===== config.mk =====
export PLATFORM = sky130hd
export DESIGN_NAME = pipelined_addsub_nb_flat
export DESIGN_NICKNAME = d
export VERILOG_FILES = /design/src/rtl/pipelined_addsub_nb_if.sv /design/src/rtl/pipelined_addsub_nb.sv /design/src/flat_wrapper.sv
export SDC_FILE = /design/constraint.sdc
export NUM_CORES = 1
export LEC_CHECK = 0
export BUFFER_PORTS_ARGS = -buffer_cell sky130_fd_sc_hd__buf_4
export CORE_MARGIN = 2
export CORE_UTILIZATION = 52
export DETAILED_ROUTE_END_ITERATION = 16
export HOLD_SLACK_MARGIN = 0.1
export PLACE_DENSITY = 0.77
export SYNTH_ARGS = -nofsm -noshare
export SYNTH_HDL_FRONTEND = slang
export SYNTH_SLANG_ARGS = --single-unit

===== constraint.sdc =====
create_clock -name clk_i -period 2.7 [get_ports clk_i]
set_input_delay 0.54 -clock clk_i [delete_from_list [all_inputs] [get_ports clk_i]]
set_output_delay 0.54 -clock clk_i [all_outputs]
set_load 0.005 [all_outputs]

===== src/rtl/pipelined_addsub_nb_if.sv =====
// Handshake bundle for pipelined_addsub_nb.
// Carries the upstream request (operands, carry-in, mode, valid/ready) and
// the downstream result (sum, carry-out, signed overflow, valid/ready).
//   master : the side that issues operations and consumes results
//   slave  : the arithmetic block itself
interface pipelined_addsub_nb_if #(
    parameter int N = 32
) ();
    logic         in_valid;
    logic         in_ready;
    logic [N-1:0] a;
    logic [N-1:0] b;
    logic         ci;
    logic         sub;
    logic         out_valid;
    logic         out_ready;
    logic [N-1:0] s;
    logic         co;
    logic         ovf;

    modport master (
        output in_valid, a, b, ci, sub, out_ready,
        input  in_ready, out_valid, s, co, ovf
    );

    modport slave (
        input  in_valid, a, b, ci, sub, out_ready,
        output in_ready, out_valid, s, co, ovf
    );
endinterface


===== src/rtl/pipelined_addsub_nb.sv =====
// Pipelined N-bit adder/subtractor.
// The carry chain is cut into STAGES chunks of W = N/STAGES bits. Stage k
// adds operand chunk k plus the carry registered by stage k-1, appends the
// chunk sum to the lower sums already computed, and skews the operand chunks
// not yet consumed forward. The last stage holds the full result, the carry
// out of bit N-1 and the signed-overflow flag. A single global enable stalls
// every stage (valid bits included) while the result is held unaccepted.
// N must be a multiple of STAGES and STAGES >= 1.
// Ports:
//   clk_i  : clock, rising edge
//   rstn_i : synchronous active-low reset, clears all valid and data state
//   bus    : slave side of pipelined_addsub_nb_if
//            in_valid/in_ready, a, b, ci, sub   -> operation request
//            out_valid/out_ready, s, co, ovf    -> result
module pipelined_addsub_nb #(
    parameter int N      = 32,
    parameter int STAGES = 4
) (
    input  logic                   clk_i,
    input  logic                   rstn_i,
    pipelined_addsub_nb_if.slave   bus
);
    localparam int W = N / STAGES;

    logic en_s;
    logic last_valid_s;
    logic ovf_nxt_s;
    logic ovf_r;

    // The whole pipeline moves only when the result slot is empty or draining.
    assign en_s = !last_valid_s || bus.out_ready;

    for (genvar k = 0; k < STAGES; k++) begin : g_stage
        // Operand bits still to be consumed from this stage upward.
        localparam int REM = N - k * W;

        logic [REM-1:0]       op_a_s;
        logic [REM-1:0]       op_b_s;
        logic                 c_in_s;
        logic                 v_in_s;
        logic [W:0]           chunk_s;
        logic [(k+1)*W-1:0]   sum_nxt_s;
        logic [(k+1)*W-1:0]   sum_r;
        logic                 carry_r;
        logic                 valid_r;

        if (k == 0) begin : g_src
            // Subtraction is A + ~B + 1; the caller's carry-in is ignored then.
            assign op_a_s    = bus.a;
            assign op_b_s    = bus.sub ? ~bus.b : bus.b;
            assign c_in_s    = bus.sub ? 1'b1 : bus.ci;
            assign v_in_s    = bus.in_valid;
            assign sum_nxt_s = chunk_s[W-1:0];
        end else begin : g_src
            assign op_a_s    = g_stage[k-1].g_fwd.a_hi_r;
            assign op_b_s    = g_stage[k-1].g_fwd.b_hi_r;
            assign c_in_s    = g_stage[k-1].carry_r;
            assign v_in_s    = g_stage[k-1].valid_r;
            assign sum_nxt_s = {chunk_s[W-1:0], g_stage[k-1].sum_r};
        end

        // W-bit ripple for this chunk; bit W is the chunk carry-out.
        assign chunk_s = {1'b0, op_a_s[W-1:0]} + {1'b0, op_b_s[W-1:0]} + {{W{1'b0}}, c_in_s};

        // Stage register: accumulated low sum, chunk carry and valid bit.
        always_ff @(posedge clk_i) begin
            if (!rstn_i) begin
                sum_r   <= {((k+1)*W){1'b0}};
                carry_r <= 1'b0;
                valid_r <= 1'b0;
            end else if (en_s) begin
                sum_r   <= sum_nxt_s;
                carry_r <= chunk_s[W];
                valid_r <= v_in_s;
            end
        end

        if (k < STAGES - 1) begin : g_fwd
            logic [REM-W-1:0] a_hi_r;
            logic [REM-W-1:0] b_hi_r;

            // Skew the unconsumed high operand chunks alongside the partial sum.
            always_ff @(posedge clk_i) begin
                if (!rstn_i) begin
                    a_hi_r <= {(REM-W){1'b0}};
                    b_hi_r <= {(REM-W){1'b0}};
                end else if (en_s) begin
                    a_hi_r <= op_a_s[REM-1:W];
                    b_hi_r <= op_b_s[REM-1:W];
                end
            end
        end
    end

    // a ^ b' ^ sum at the MSB recovers the carry into bit N-1.
    assign ovf_nxt_s = g_stage[STAGES-1].op_a_s[W-1] ^ g_stage[STAGES-1].op_b_s[W-1]
                     ^ g_stage[STAGES-1].chunk_s[W-1] ^ g_stage[STAGES-1].chunk_s[W];

    // Signed-overflow flag registered together with the last stage.
    always_ff @(posedge clk_i) begin
        if (!rstn_i) begin
            ovf_r <= 1'b0;
        end else if (en_s) begin
            ovf_r <= ovf_nxt_s;
        end
    end

    assign last_valid_s  = g_stage[STAGES-1].valid_r;
    assign bus.in_ready  = en_s;
    assign bus.out_valid = last_valid_s;
    assign bus.s         = g_stage[STAGES-1].sum_r;
    assign bus.co        = g_stage[STAGES-1].carry_r;
    assign bus.ovf       = ovf_r;
endmodule


===== src/flat_wrapper.sv =====
// flat-port wrapper written by rule: the top's interface ports become plain ports
module pipelined_addsub_nb_flat 
#(
    parameter int N      = 32,
    parameter int STAGES = 4
)
  (clk_i, rstn_i, bus_in_valid, bus_a, bus_b, bus_ci, bus_sub, bus_out_ready, bus_in_ready, bus_out_valid, bus_s, bus_co, bus_ovf);
  pipelined_addsub_nb_if #(.N(N)) bus_i ();
  input  logic clk_i;
  input  logic rstn_i;
  input wire logic [$bits(bus_i.in_valid)-1:0] bus_in_valid;
  input wire logic [$bits(bus_i.a)-1:0] bus_a;
  input wire logic [$bits(bus_i.b)-1:0] bus_b;
  input wire logic [$bits(bus_i.ci)-1:0] bus_ci;
  input wire logic [$bits(bus_i.sub)-1:0] bus_sub;
  input wire logic [$bits(bus_i.out_ready)-1:0] bus_out_ready;
  output wire logic [$bits(bus_i.in_ready)-1:0] bus_in_ready;
  output wire logic [$bits(bus_i.out_valid)-1:0] bus_out_valid;
  output wire logic [$bits(bus_i.s)-1:0] bus_s;
  output wire logic [$bits(bus_i.co)-1:0] bus_co;
  output wire logic [$bits(bus_i.ovf)-1:0] bus_ovf;
  assign bus_i.in_valid = bus_in_valid;
  assign bus_i.a = bus_a;
  assign bus_i.b = bus_b;
  assign bus_i.ci = bus_ci;
  assign bus_i.sub = bus_sub;
  assign bus_i.out_ready = bus_out_ready;
  assign bus_in_ready = bus_i.in_ready;
  assign bus_out_valid = bus_i.out_valid;
  assign bus_s = bus_i.s;
  assign bus_co = bus_i.co;
  assign bus_ovf = bus_i.ovf;
  pipelined_addsub_nb #(.N(N), .STAGES(STAGES)) u_core (.clk_i(clk_i), .rstn_i(rstn_i), .bus(bus_i));
endmodule

==> qor.txt <==
R2R Setup Slk -> 0.47 ns
Peak Freq -> 449 MHz
Startpoint Class -> flop
Min-delay src -> bus_a[11]
Worst flop-to-flop path endpoint -> u_core.g_stage[2].carry_r
Main combinational cell family by area after synthesis -> compound AO/OA/AOI/OAI gates
Clock skew -> 0.0101 ns
Post-CTS Setup Bufs -> 0
Layout cell share with drive strength beyond 1 -> 14.8%
Clock Latency Late Sink -> 0.43 ns
Area used by multi-input combinational logic -> 4350 µm²
Placed cell area -> 9340 µm²
Commonest non-fill, non-tap cell in the layout -> nand2_1
Clock transition at the registers of the reported paths -> 0.07 ns
Multiplexer area fraction after synthesis -> 0%
Hold Path Class -> input pin to flop
Slowest-stage cell, CP -> fa_1
CP required -> 3.02 ns
Top Ports -> 106
Simple-gate area share of the yosys netlist -> 20.6%
Die W -> 131 µm
CTS tree -> built
Area Overhead vs Synth -> 18.1%
Commonest non-fill, non-tap cells in the layout -> nand2_1, dfxtp_1, a21boi_0
Syn nets -> 1,092
Cell repeated most along the worst path -> fa_1
Status -> finished clean
Placed Instances -> 1,256
Clock sink total -> 185
Residual DRC -> 0
Post-synthesis cell type count -> 41
Core Rows -> 46
H-tree depth -> 4
Worst vdd ir -> 0.000508 V
Synthesized area -> 8390 µm²
Final period utilization -> 82.6%
Antenna-violating nets left -> 0
Hold EP -> u_core.g_stage[0].g_fwd.a_hi_r[3]
Crit Path Max Fanout -> 3
Pin count of the biggest net entering global routing -> 142
Critical Path, Cell by Cell -> fa_1 -> fa_1 -> a211oi_1 -> o21bai_1 -> a21oi_1 -> nor2_1 -> o211a_1
Max clock buf depth -> 2
Slew margin rel. -> 57.4%
Sequential share of the synthesized area -> 44.1%
Compound-Gate Fraction of Synth Area -> 21.5%
XOR/XNOR Fraction of Synth Area -> 3.65%
Hpwl dp -> 11,600 µm
Final Total Pwr -> 6.14 mW
Placer Congestion -> 0.790
#FFs+latches synth -> 185
# setup viols final -> 0
Post-route insts no fill -> 1,288
Routed wire length -> 17,400 µm
Gr usage total -> 20.7%
Final slew viol count -> 0
Pwr/cell area -> 620 nW/µm²
CTS root buffer -> clkbuf_16
Via count -> 6,678
Die area -> 17,200 µm²
Pre-antenna DRT Iters -> 5
FF-to-FF Start -> u_core.g_stage[1].g_fwd.b_hi_r[0]
Drt via density -> 5.18
Worst Setup End Kind -> flop
WS Path Type -> flop to flop
Max cap viols -> 0
Avg Cell Area, Syn -> 8.51 µm²
DRT iter0 DRCs -> 518
Starting Density -> 53.0%
Crit-path max cell delay -> 0.46 ns
Fillers -> 1,388
Final instance area -> 9910 µm²
Drt wl/cell -> 13.5 µm
Core area -> 15,800 µm²
Crit path DAT -> 2.55 ns
Global-route wire length before repair -> 28,400 µm
Ys Warns -> 0
Post-Synth Adder-Cell Area -> 6.08%
Hold path cells -> 3
Seq. cell area -> 3700 µm²
Post-CTS Hold Fix Bufs -> 0
Final setup TNS -> 0 ns
Post-Syn Instances -> 986
Gr ovfl total -> 0
Vias in the first global route -> 5,875
TritonCTS buffer count -> 17
Post_cts resized -> 0
Antenna cells -> 0
Initial antenna violation count -> 0
Final #Nets -> 1,165
R2R depth -> 7
Min Tclk post-route -> 2.23 ns
RSZ-0062 raised after global routing -> false
Hold Violations, Final -> 0
Worst Max-Slew Pin Slew -> 0.639 ns
P_leak -> 4.32 nW
Port bufs -> 105
DIE HEIGHT -> 131 µm
==> Yosys cell counts (all sizes together) <==
| library cell | count | area [µm²] |
|---|---|---|
| nand3 | 20 | 100 |
| o221ai | 1 | 8.76 |
| a21o | 7 | 52.6 |
| a21oi | 19 | 95.1 |
| nor4b | 3 | 26.3 |
| ha | 28 | 350 |
| xnor2 | 26 | 228 |
| nor3 | 3 | 15.0 |
| nor2 | 23 | 86.3 |
| nor2b | 10 | 62.6 |
| a211o | 3 | 26.3 |
| nand2 | 303 | 1140 |
| or2 | 1 | 6.26 |
| o211ai | 2 | 15.0 |
| and3 | 7 | 43.8 |
| o211a | 30 | 300 |
| buf | 32 | 159 |
| nor3b | 6 | 45.0 |
| nand2b | 6 | 37.5 |
| xor2 | 9 | 78.8 |
| nand3b | 3 | 22.5 |
| nand4b | 3 | 26.3 |
| clkbuf | 37 | 139 |
| o21bai | 2 | 15.0 |
| inv | 12 | 45.0 |
| a221oi | 1 | 15.0 |
| and2 | 7 | 43.8 |
| or4b | 3 | 30.0 |
| nand4 | 5 | 31.3 |
| a211oi | 10 | 75.1 |
| a22o | 3 | 26.3 |
| o21a | 3 | 22.5 |
| o21ai | 31 | 155 |
| a311o | 1 | 10.0 |
| or3 | 2 | 12.5 |
| fa | 8 | 160 |
| a21boi | 131 | 983 |
| dfxtp | 185 | 3700 |
==> critical path, delay by kind of cell (launching register included) <==
kind	cells	cell delay (ns)
AO/OA/AOI/OAI	4	0.82
flip-flops	1	0.33
AND/OR/NAND/NOR	1	0.07
adder cells (fa/ha/maj)	2	0.90
==> how the worst max path moves through the flow <==
stage | start | to | slack [ns] | cells after the start
floorplan | bus_sub | u_core.g_stage[0].sum_r[6] | 0.02 | 11
global placement | bus_sub | u_core.g_stage[0].sum_r[6] | 0.18 | 10
detailed placement | bus_sub | u_core.g_stage[0].sum_r[6] | 0.13 | 10
CTS | u_core.g_stage[1].g_fwd.b_hi_r[0] | u_core.g_stage[2].carry_r | 0.46 | 7
global route | u_core.g_stage[1].g_fwd.b_hi_r[0] | u_core.g_stage[2].carry_r | 0.32 | 7
finish | u_core.g_stage[1].g_fwd.b_hi_r[0] | u_core.g_stage[2].carry_r | 0.47 | 7
==> registers in the layout, summed over array words and instances, names as in the netlist <==
| name | flops |
|---|---|
| u_core.g_stage.g_fwd.a_hi_r | 48 |
| u_core.g_stage.g_fwd.b_hi_r | 48 |
| u_core.g_stage.sum_r | 48 |
| u_core.bus.s | 32 |
| u_core.g_stage.carry_r | 3 |
| u_core.g_stage.valid_r | 3 |
| u_core.bus.co | 1 |
| u_core.bus.out_valid | 1 |
| u_core.bus.ovf | 1 |
==> report_power, final <==
part	total [mW]	switching (mW)	leakage, nW	internal (mW)
combinational	0.711	0.349	2.52	0.363
sequential	3.01	0.100	1.52	2.91
clock	2.42	1.10	0.278	1.32
==> per-layer routing <==
| layer | track usage [%] | share of wire (%) | up-vias |
|---|---|---|---|
| met2 | 31.2 | 45 | 131 |
| met5 | 0 | 0 | - |
| li1 | - | - | 3463 |
| met3 | 3.58 | 3.6 | 17 |
| met1 | 30.3 | 51 | 3067 |
| met4 | 6.20 | 0.91 | 0 |
==> cell type report <==
class / count / area share [%]
clock buffers: 18 / 4.43
clock inverters: 14 / 1.39
inverters: 12 / 0.505
multi-input cells: 720 / 43.9
flip-flops and latches: 185 / 37.4
well taps: 216 / 2.73
repair buffers: 123 / 9.69
==> kinds of logic (layout without fill, tap and decap cells) <==
group | Yosys count | in the layout
simple gates | 405 | 405
compound gates | 244 | 244
flops | 185 | 185
buf+inv | 81 | 167
fa+ha+maj | 36 | 36
xor+xnor | 35 | 35
==> metrics by stage <==
| stage | utilization [%] | worst slack [ns] | hold WS (ns) |
|---|---|---|---|
| after detailed placement | 59.0 | 0.126 | 0.453 |
| after global routing | 62.6 | 0.322 | 0.362 |
| final | 62.6 | 0.471 | 0.365 |
| after global placement | 59.0 | 0.182 | 0.449 |
| after floorplan | - | 0.0235 | 0.439 |
| after CTS | 62.6 | 0.458 | 0.356 |
Power figures use the tool's default switching activity.
